<file path="config.mk">
export PLATFORM = sky130hd
export DESIGN_NAME = pc_state_reg_flat
export DESIGN_NICKNAME = d
export VERILOG_FILES = /design/src/rtl/pc_state_reg_pkg.sv /design/src/rtl/pc_state_reg_if.sv /design/src/rtl/pc_state_reg_stat_next.sv /design/src/rtl/pc_state_reg.sv /design/src/flat_wrapper.sv
export SDC_FILE = /design/constraint.sdc
export NUM_CORES = 1
export LEC_CHECK = 0
export BUFFER_PORTS_ARGS = -buffer_cell sky130_fd_sc_hd__buf_4
export CAP_MARGIN = 25
export CORE_MARGIN = 3
export CORE_UTILIZATION = 53
export DETAILED_ROUTE_END_ITERATION = 6
export PLACE_DENSITY = 0.86
export REMOVE_ABC_BUFFERS = 1
export SYNTH_ARGS = -nofsm -noshare
export SYNTH_HDL_FRONTEND = slang
export SYNTH_HIERARCHICAL = 1
export SYNTH_SLANG_ARGS = --single-unit
</file>
<file path="constraint.sdc">
create_clock -name clk -period 6.2 [get_ports clk]
set_input_delay 0.31 -clock clk [delete_from_list [all_inputs] [get_ports clk]]
set_output_delay 0.31 -clock clk [all_outputs]
set_load 0.02 [all_outputs]
</file>
<file path="src/rtl/pc_state_reg_pkg.sv">
// Shared Y86 definitions: status codes, icode constants and PC/status FSM encoding.
// Used by fetch, pc_update and the PC state register.
package pc_state_reg_pkg;

  typedef enum logic [2:0] {
    STAT_AOK = 3'd1,
    STAT_HLT = 3'd2,
    STAT_ADR = 3'd3,
    STAT_INS = 3'd4
  } stat_t;

  localparam logic [3:0] ICODE_HALT = 4'h0;
  localparam logic [3:0] ICODE_JXX  = 4'h7;
  localparam logic [3:0] ICODE_CALL = 4'h8;
  localparam logic [3:0] ICODE_RET  = 4'h9;

  typedef enum logic [1:0] {
    ST_RUN  = 2'd0,
    ST_HALT = 2'd1,
    ST_ERR  = 2'd2
  } state_t;

endpackage

</file>
<file path="src/rtl/pc_state_reg_if.sv">
// Fetch-side bundle between the PC state register and the rest of the pipeline.
interface pc_state_reg_if;
  logic [63:0] PC_new;
  logic [3:0]  icode;
  logic        instr_valid;
  logic        imem_error;
  logic        dmem_error;
  logic        stall;
  logic [63:0] PC;
  logic [2:0]  stat;
  logic        halted;
  logic [63:0] instr_count;

  modport master (
    output PC_new, icode, instr_valid, imem_error, dmem_error, stall,
    input  PC, stat, halted, instr_count
  );

  modport slave (
    input  PC_new, icode, instr_valid, imem_error, dmem_error, stall,
    output PC, stat, halted, instr_count
  );
endinterface

</file>
<file path="src/rtl/pc_state_reg_stat_next.sv">
// Fixed-priority fault classification for the instruction at PC.
module stat_next
  import pc_state_reg_pkg::*;
(
  input  logic       imem_error,
  input  logic       instr_valid,
  input  logic       dmem_error,
  input  logic [3:0] icode,
  output stat_t      stat_nxt,
  output logic       fault,
  output logic       halt
);

  always_comb begin
    stat_nxt = STAT_AOK;
    fault    = 1'b0;
    halt     = 1'b0;
    if (imem_error) begin
      stat_nxt = STAT_ADR;
      fault    = 1'b1;
    end else if (!instr_valid) begin
      stat_nxt = STAT_INS;
      fault    = 1'b1;
    end else if (dmem_error) begin
      stat_nxt = STAT_ADR;
      fault    = 1'b1;
    end else if (icode == ICODE_HALT) begin
      stat_nxt = STAT_HLT;
      halt     = 1'b1;
    end
  end

endmodule

</file>
<file path="src/rtl/pc_state_reg.sv">
// Program counter, status register and retired-instruction counter with a
// RUN/HALT/ERR sequencer; HALT and ERR are left only through rst.
module pc_state_reg
  import pc_state_reg_pkg::*;
#(
  parameter logic [63:0] RESET_PC = 64'h0
) (
  input  logic           clk,
  input  logic           rst,
  pc_state_reg_if.slave  bus
);

  state_t      state_q, state_d;
  stat_t       stat_q,  stat_d;
  logic [63:0] pc_q,    pc_d;
  logic [63:0] count_q, count_d;

  stat_t stat_nxt;
  logic  fault;
  logic  halt;

  stat_next u_stat_next (
    .imem_error  (bus.imem_error),
    .instr_valid (bus.instr_valid),
    .dmem_error  (bus.dmem_error),
    .icode       (bus.icode),
    .stat_nxt    (stat_nxt),
    .fault       (fault),
    .halt        (halt)
  );

  always_ff @(posedge clk) begin
    if (rst) begin
      state_q <= ST_RUN;
      stat_q  <= STAT_AOK;
      pc_q    <= RESET_PC;
      count_q <= 64'd0;
    end else begin
      state_q <= state_d;
      stat_q  <= stat_d;
      pc_q    <= pc_d;
      count_q <= count_d;
    end
  end

  always_comb begin
    state_d = state_q;
    stat_d  = stat_q;
    pc_d    = pc_q;
    count_d = count_q;
    case (state_q)
      ST_RUN: begin
        if (!bus.stall) begin
          if (fault) begin
            state_d = ST_ERR;
            stat_d  = stat_nxt;
          end else if (halt) begin
            // The halt instruction itself counts as retired.
            state_d = ST_HALT;
            stat_d  = stat_nxt;
            count_d = count_q + 64'd1;
          end else begin
            stat_d  = stat_nxt;
            pc_d    = bus.PC_new;
            count_d = count_q + 64'd1;
          end
        end
      end
      default: begin
      end
    endcase
  end

  assign bus.PC          = pc_q;
  assign bus.stat        = stat_q;
  assign bus.halted      = (state_q != ST_RUN);
  assign bus.instr_count = count_q;

endmodule

</file>
<file path="src/flat_wrapper.sv">
// flat-port wrapper written by rule: the top's interface ports become plain ports
module pc_state_reg_flat import pc_state_reg_pkg::*;
#(
  parameter logic [63:0] RESET_PC = 64'h0
)
  (clk, rst, bus_PC_new, bus_icode, bus_instr_valid, bus_imem_error, bus_dmem_error, bus_stall, bus_PC, bus_stat, bus_halted, bus_instr_count);
  pc_state_reg_if bus_i ();
  input  logic clk;
  input  logic rst;
  input wire logic [$bits(bus_i.PC_new)-1:0] bus_PC_new;
  input wire logic [$bits(bus_i.icode)-1:0] bus_icode;
  input wire logic [$bits(bus_i.instr_valid)-1:0] bus_instr_valid;
  input wire logic [$bits(bus_i.imem_error)-1:0] bus_imem_error;
  input wire logic [$bits(bus_i.dmem_error)-1:0] bus_dmem_error;
  input wire logic [$bits(bus_i.stall)-1:0] bus_stall;
  output wire logic [$bits(bus_i.PC)-1:0] bus_PC;
  output wire logic [$bits(bus_i.stat)-1:0] bus_stat;
  output wire logic [$bits(bus_i.halted)-1:0] bus_halted;
  output wire logic [$bits(bus_i.instr_count)-1:0] bus_instr_count;
  assign bus_i.PC_new = bus_PC_new;
  assign bus_i.icode = bus_icode;
  assign bus_i.instr_valid = bus_instr_valid;
  assign bus_i.imem_error = bus_imem_error;
  assign bus_i.dmem_error = bus_dmem_error;
  assign bus_i.stall = bus_stall;
  assign bus_PC = bus_i.PC;
  assign bus_stat = bus_i.stat;
  assign bus_halted = bus_i.halted;
  assign bus_instr_count = bus_i.instr_count;
  pc_state_reg #(.RESET_PC(RESET_PC)) u_core (.clk(clk), .rst(rst), .bus(bus_i));
endmodule
</file>
## Word-level counts from Yosys, hierarchy flattened

Index checks and enable logic that the tools add are counted.

- Flip-flop bits (word level): 133
- Input port bits: 74
- Word-level logic and storage cells: 29

- $add $sub $neg: 1
- Muxes and demuxes: 13
- Bitwise operators: 3
- Reduce and logical (&&, ||, !) cells: 8

Operators with widths:

| operator | count |
|---|---|
| $add A64 B1 Y64 const B | 1 |
| $mux W2 | 4 |
| $mux W1 | 7 |
| $mux W3 | 2 |
| $reduce_and A3 Y1 | 2 |
| $logic_not A4 Y1 | 1 |
| $reduce_and A4 Y1 | 1 |
| $reduce_bool A2 Y1 | 2 |
| $not A1 Y1 | 3 |
| $logic_not A2 Y1 | 1 |
| $reduce_and A2 Y1 | 1 |

## Logic depth before layout (Yosys ltp)

- Depth after elaboration: 7
- Mapped depth: 8
- Depth with buffers taken out: 6

## Modules after synthesis

Netlist, hierarchy kept.

By module, submodules not included:

| module | instances | cells an instance | area an instance (um^2) | seq. area each (um^2) |
|---|---|---|---|---|
| pc_state_reg | 1 | 673 | 5,475.3 | 2,662.6 |
| stat_next | 1 | 8 | 51.3 | 0.0 |

## Worst setup path before layout

OpenSTA, ideal clock, no wires.

- Path kind: input port to flip-flop
- Start point: input port bus_dmem_error
- End point: register u_core.count_q[59], in the netlist u_core/bus.instr_count[59]
- Library setup time: 0.070 ns
- Arrival time: 2.633 ns
- Data required time: 6.130 ns
- Path slack: 3.496 ns
- Cell stages on the path: 8
- Buffers on the path: 2
- Cells stage by stage: or3b_2 -> or4_1 -> buf_2 -> nor4_4 -> nand3_2 -> buf_6 -> or4_1 -> a21oi_1

- Longest elaborated chain between the ends: 5

Ends and longest elaborated chain:

| element | RTL line | text |
|---|---|---|
| from (decl) | flat_wrapper.sv:14 | `input wire logic [$bits(bus_i.dmem_error)-1:0] bus_dmem_error;` |
| $mux W1 | pc_state_reg_stat_next.sv:24 | `end else if (dmem_error) begin` |
| $mux W1 | pc_state_reg_stat_next.sv:21 | `end else if (!instr_valid) begin` |
| $mux W1 | pc_state_reg_stat_next.sv:18 | `if (imem_error) begin` |
| $not A1 Y1 (no source line) | -- |  |
| $reduce_and A3 Y1 (no source line) | -- |  |
| to (signal assigned) | pc_state_reg.sv:42 | `count_q <= count_d;` |
| to (decl) | pc_state_reg.sv:16 | `logic [63:0] count_q, count_d;` |

Every way passes these cells.
A chain may end at the register's enable or synchronous reset.

## Worst setup path in the final report

- Start point: register u_core.count_q[10], in the netlist u_core/bus.instr_count[10]
- End point: register u_core.count_q[45], in the netlist u_core/bus.instr_count[45]

- Longest elaborated chain between the ends: 1

Ends and longest elaborated chain:

| element | RTL line |
|---|---|
| $add A64 B1 Y64 | pc_state_reg.sv:61, pc_state_reg.sv:65 |

Every way passes these cells.

==> metrics.md <==
| Metric | Value |
|---|---|
| Cell Area, Synth | between 0.005 and 0.006 mm2 |
| Router iterations before antenna repair | 7 |
| Clock Sink Count | approximately 130 |
| Max Buffers Root-to-Sink | 2 |
| Clk slew on worst S/H paths | 0.06 ns |
| Hold crit path type | in2reg |
| Core Box Area | around 0.01 mm2 |
| TritonCTS clock tree | done |
| Vias after detailed routing | approximately 6000 |
| Synth unique cells | 42 |
| Overflow after GRT | 0 |
| Port Buffer Count | 205 |
| Placer congestion estimate | between 0.8 and 0.9 |
| Share of the synthesized area in the top cell type | 0.482 |
| Power Density | around 260 mW/mm2 |
| Synth Flop Type | dfxtp_1 |
| Number of diodes | 0 |
| CP Cell Sequence | nand4_1 > nor4_2 > nand3_1 > or4_1 > a21oi_1 |
| Final setup viols | 0 |
| Num rows | 36 |
| Gr usage total | 0.290 |
| Cells after synthesis | about 680 |
| Die footprint | approximately 0.012 mm2 |
| TritonCTS Buffers | 17 |
| Reg2Reg Setup Slack | around 2.9 ns |
| Worst Setup Start Kind | flip-flop |
| Die Y | 108 um |
| Highest routed metal layer | met4 |
| Leading area contributor after synthesis | dfxtp_1 |
| Post-CTS resize count | 0 |
| Routed len/inst | 17.1 um |
| Critical path's largest stage delay | 0.97 ns |
| Residual DRC | 0 |
| DP HPWL | 11.8 mm |
| Drt initial violations | just over 500 |
| IO Count | 206 |
| Period Utilization, post-route | 0.537 |
| Util after Layout | 0.784 |
| F_max | ~300 MHz |
| Final WL | 17.4 mm |
| Commonest non-fill, non-tap cell in the layout | buf_4 |
| Fin. Hold Viols | 0 |
| Leak | 3.02 nW |
| Root Driver | clkbuf_8 |
| RSZ-0062 raised after global routing | false |
| Routed met3 length | roughly 1.6 mm |
| Slew Limit Fails | 0 |
| Fraction of layout cells with a size suffix above 1 | 0.292 |
| WP data arrival | between 3 and 4 ns |
| Area grow syn2layout | 41.1% |
| Initial antenna violation count | 0 |
| Largest cells by area after synthesis | dfxtp_1 48%, nand2_1 11%, a21oi_1 9.4% |
| Filler cells | 692 |
| Post-synth ARST share | 0 |
| Starting Density | 0.555 |
| Post-synth EDFFs | 0 |
| Req. time, crit path | approximately 6.7 ns |
| Post-CTS Hold Buffers | 0 |
| M1 wire length | ~6.5 mm |
| Post-Route Setup TNS | 0 ns |
| Buf+Inv Stages, Crit Path | 0 |
| Syn avg cell area | about 8.1 um2 |
| Post-CTS Setup Bufs | 0 |
| Count of state elements after synthesis | 133 |
| Final ANT Viol Nets | 0 |
| CP max-delay cell | nor4_2 |
| Nets | roughly 950 |
| H-Tree Depth | 4 |
| Largest net degree at the start of global routing | between 100 and 150 |
| Vias in the first global route | approximately 5500 |
| Max Cap Violations | 0 |
| Routed met2 length | between 8 and 9 mm |
| Die Wd | between 100 and 150 um |
| Most frequent cells in the layout | 207 x buf_4, 156 x nand2_1, 133 x dfxtp_1, 104 x a21oi_1, 40 x nor2_1 |
| Peak supply drop | 146 uV |
| Outcome | finished clean |
| First-pass GRT wire length | ~27 mm |
| Clock latency at the later pin of the worst-skew pair | roughly 0.52 ns |
| Crit Path Class | reg2reg |
| Final min period | 3.33 ns |
| Critical Path End Type | flip-flop |
| Clock Skews | 0.00709 ns |
| Worst Path Max Fanout | 18 |
| CP delay by family, top | simple AND/OR/NAND/NOR gates |
| Max-slew headroom | 0.319 |
| Worst-margin pin slew | roughly 1 ns |
| Synth Warn # | 6 |
| Via/cell ratio | a little under 6 |
| Post-synthesis sequential area ratio | 0.482 |
-- state kept, by name, summed over array words and instances (netlist names) --
register,flops
u_core/bus.PC,64
u_core/bus.instr_count,64
u_core/bus.stat,3
u_core/state_q,2
-- per-layer routing --
layer,up-vias,GRT usage
li1,2776,-
met1,2787,0.350
met2,294,0.490
met3,43,0.0800
met4,0,0.114
met5,-,0
-- per-stage QoR --
stage,setup slack [ns],power (mW),instances,area (um2),hold slack (ns)
detailed placement,2.83,0.990,983,7130,0.447
global placement,2.98,0.986,982,7110,0.442
CTS,2.92,2.07,1015,7770,0.0149
finish,2.87,2.07,1016,7800,0.0275
floorplan,2.42,0.919,642,5370,0.379
global route,2.56,2.12,1016,7800,0.0243
-- cells in the mapped netlist (2+ instances only) --
cell type    n
a21oi_1    104
and2_1       4
and3_1       6
and4_1      11
buf_2        2
clkbuf_1    35
dfxtp_1    133
inv_1        8
mux2i_1      2
nand2_1    156
nand3_1     21
nand4_1     23
nor2_1      41
nor2b_1      2
nor3_1       8
nor4_1       7
nor4_2       2
o21ai_0     16
o31ai_1     18
or2_2        3
or3_1       15
or4_1       20
xnor2_1     16
xor2_1      10
-- worst register-to-register path, cell delays in order (launching register included) --
cell and delay [ns]:
dfxtp_1 0.44, nand4_1 0.31, nor4_2 0.97, nand3_1 0.71, or4_1 0.67, a21oi_1 0.16
-- cell families (layout without fill, tap and decap cells) --
| logic type | after synthesis | after routing | share of synthesized area |
|---|---|---|---|
| AND/OR/NAND/NOR | 330 | 330 | 0.297 |
| AO/OA/AOI/OAI | 141 | 141 | 0.138 |
| flip-flops | 133 | 133 | 0.482 |
| buffers and inverters | 47 | 249 | 0.0340 |
| XOR/XNOR | 26 | 26 | 0.0412 |
| multiplexers | 3 | 3 | 0.00566 |
| adder cells (fa/ha/maj) | 1 | 1 | 0.00226 |
-- worst paths after layout --
path                                    from                    endpoint  cells past startpoint
hold / removal                bus_PC_new[10]           u_core/bus.PC[10]                      3
setup reg to reg  u_core/bus.instr_count[10]  u_core/bus.instr_count[45]                      5
hold reg to reg            u_core/bus.PC[13]           u_core/bus.PC[13]                      2
setup / recovery  u_core/bus.instr_count[10]  u_core/bus.instr_count[45]                      5
-- where the power goes --
group          total [mW]  switching (mW)  internal [mW]
clock                1.09           0.374          0.715
sequential          0.870         0.00556          0.864
combinational       0.106          0.0541         0.0518
total                2.07           0.434           1.63
-- cell type report --
class,instances,area (um2),area share
multi-input cells,501,2690,0.345
well taps,133,166,0.0213
flip-flops and latches,133,2660,0.341
inverters,8,30.0,0.00385
clock inverters,12,201,0.0258
repair buffers,209,1600,0.205
clock buffers,20,445,0.0571
No activity file was read; power rests on OpenSTA's default activity.
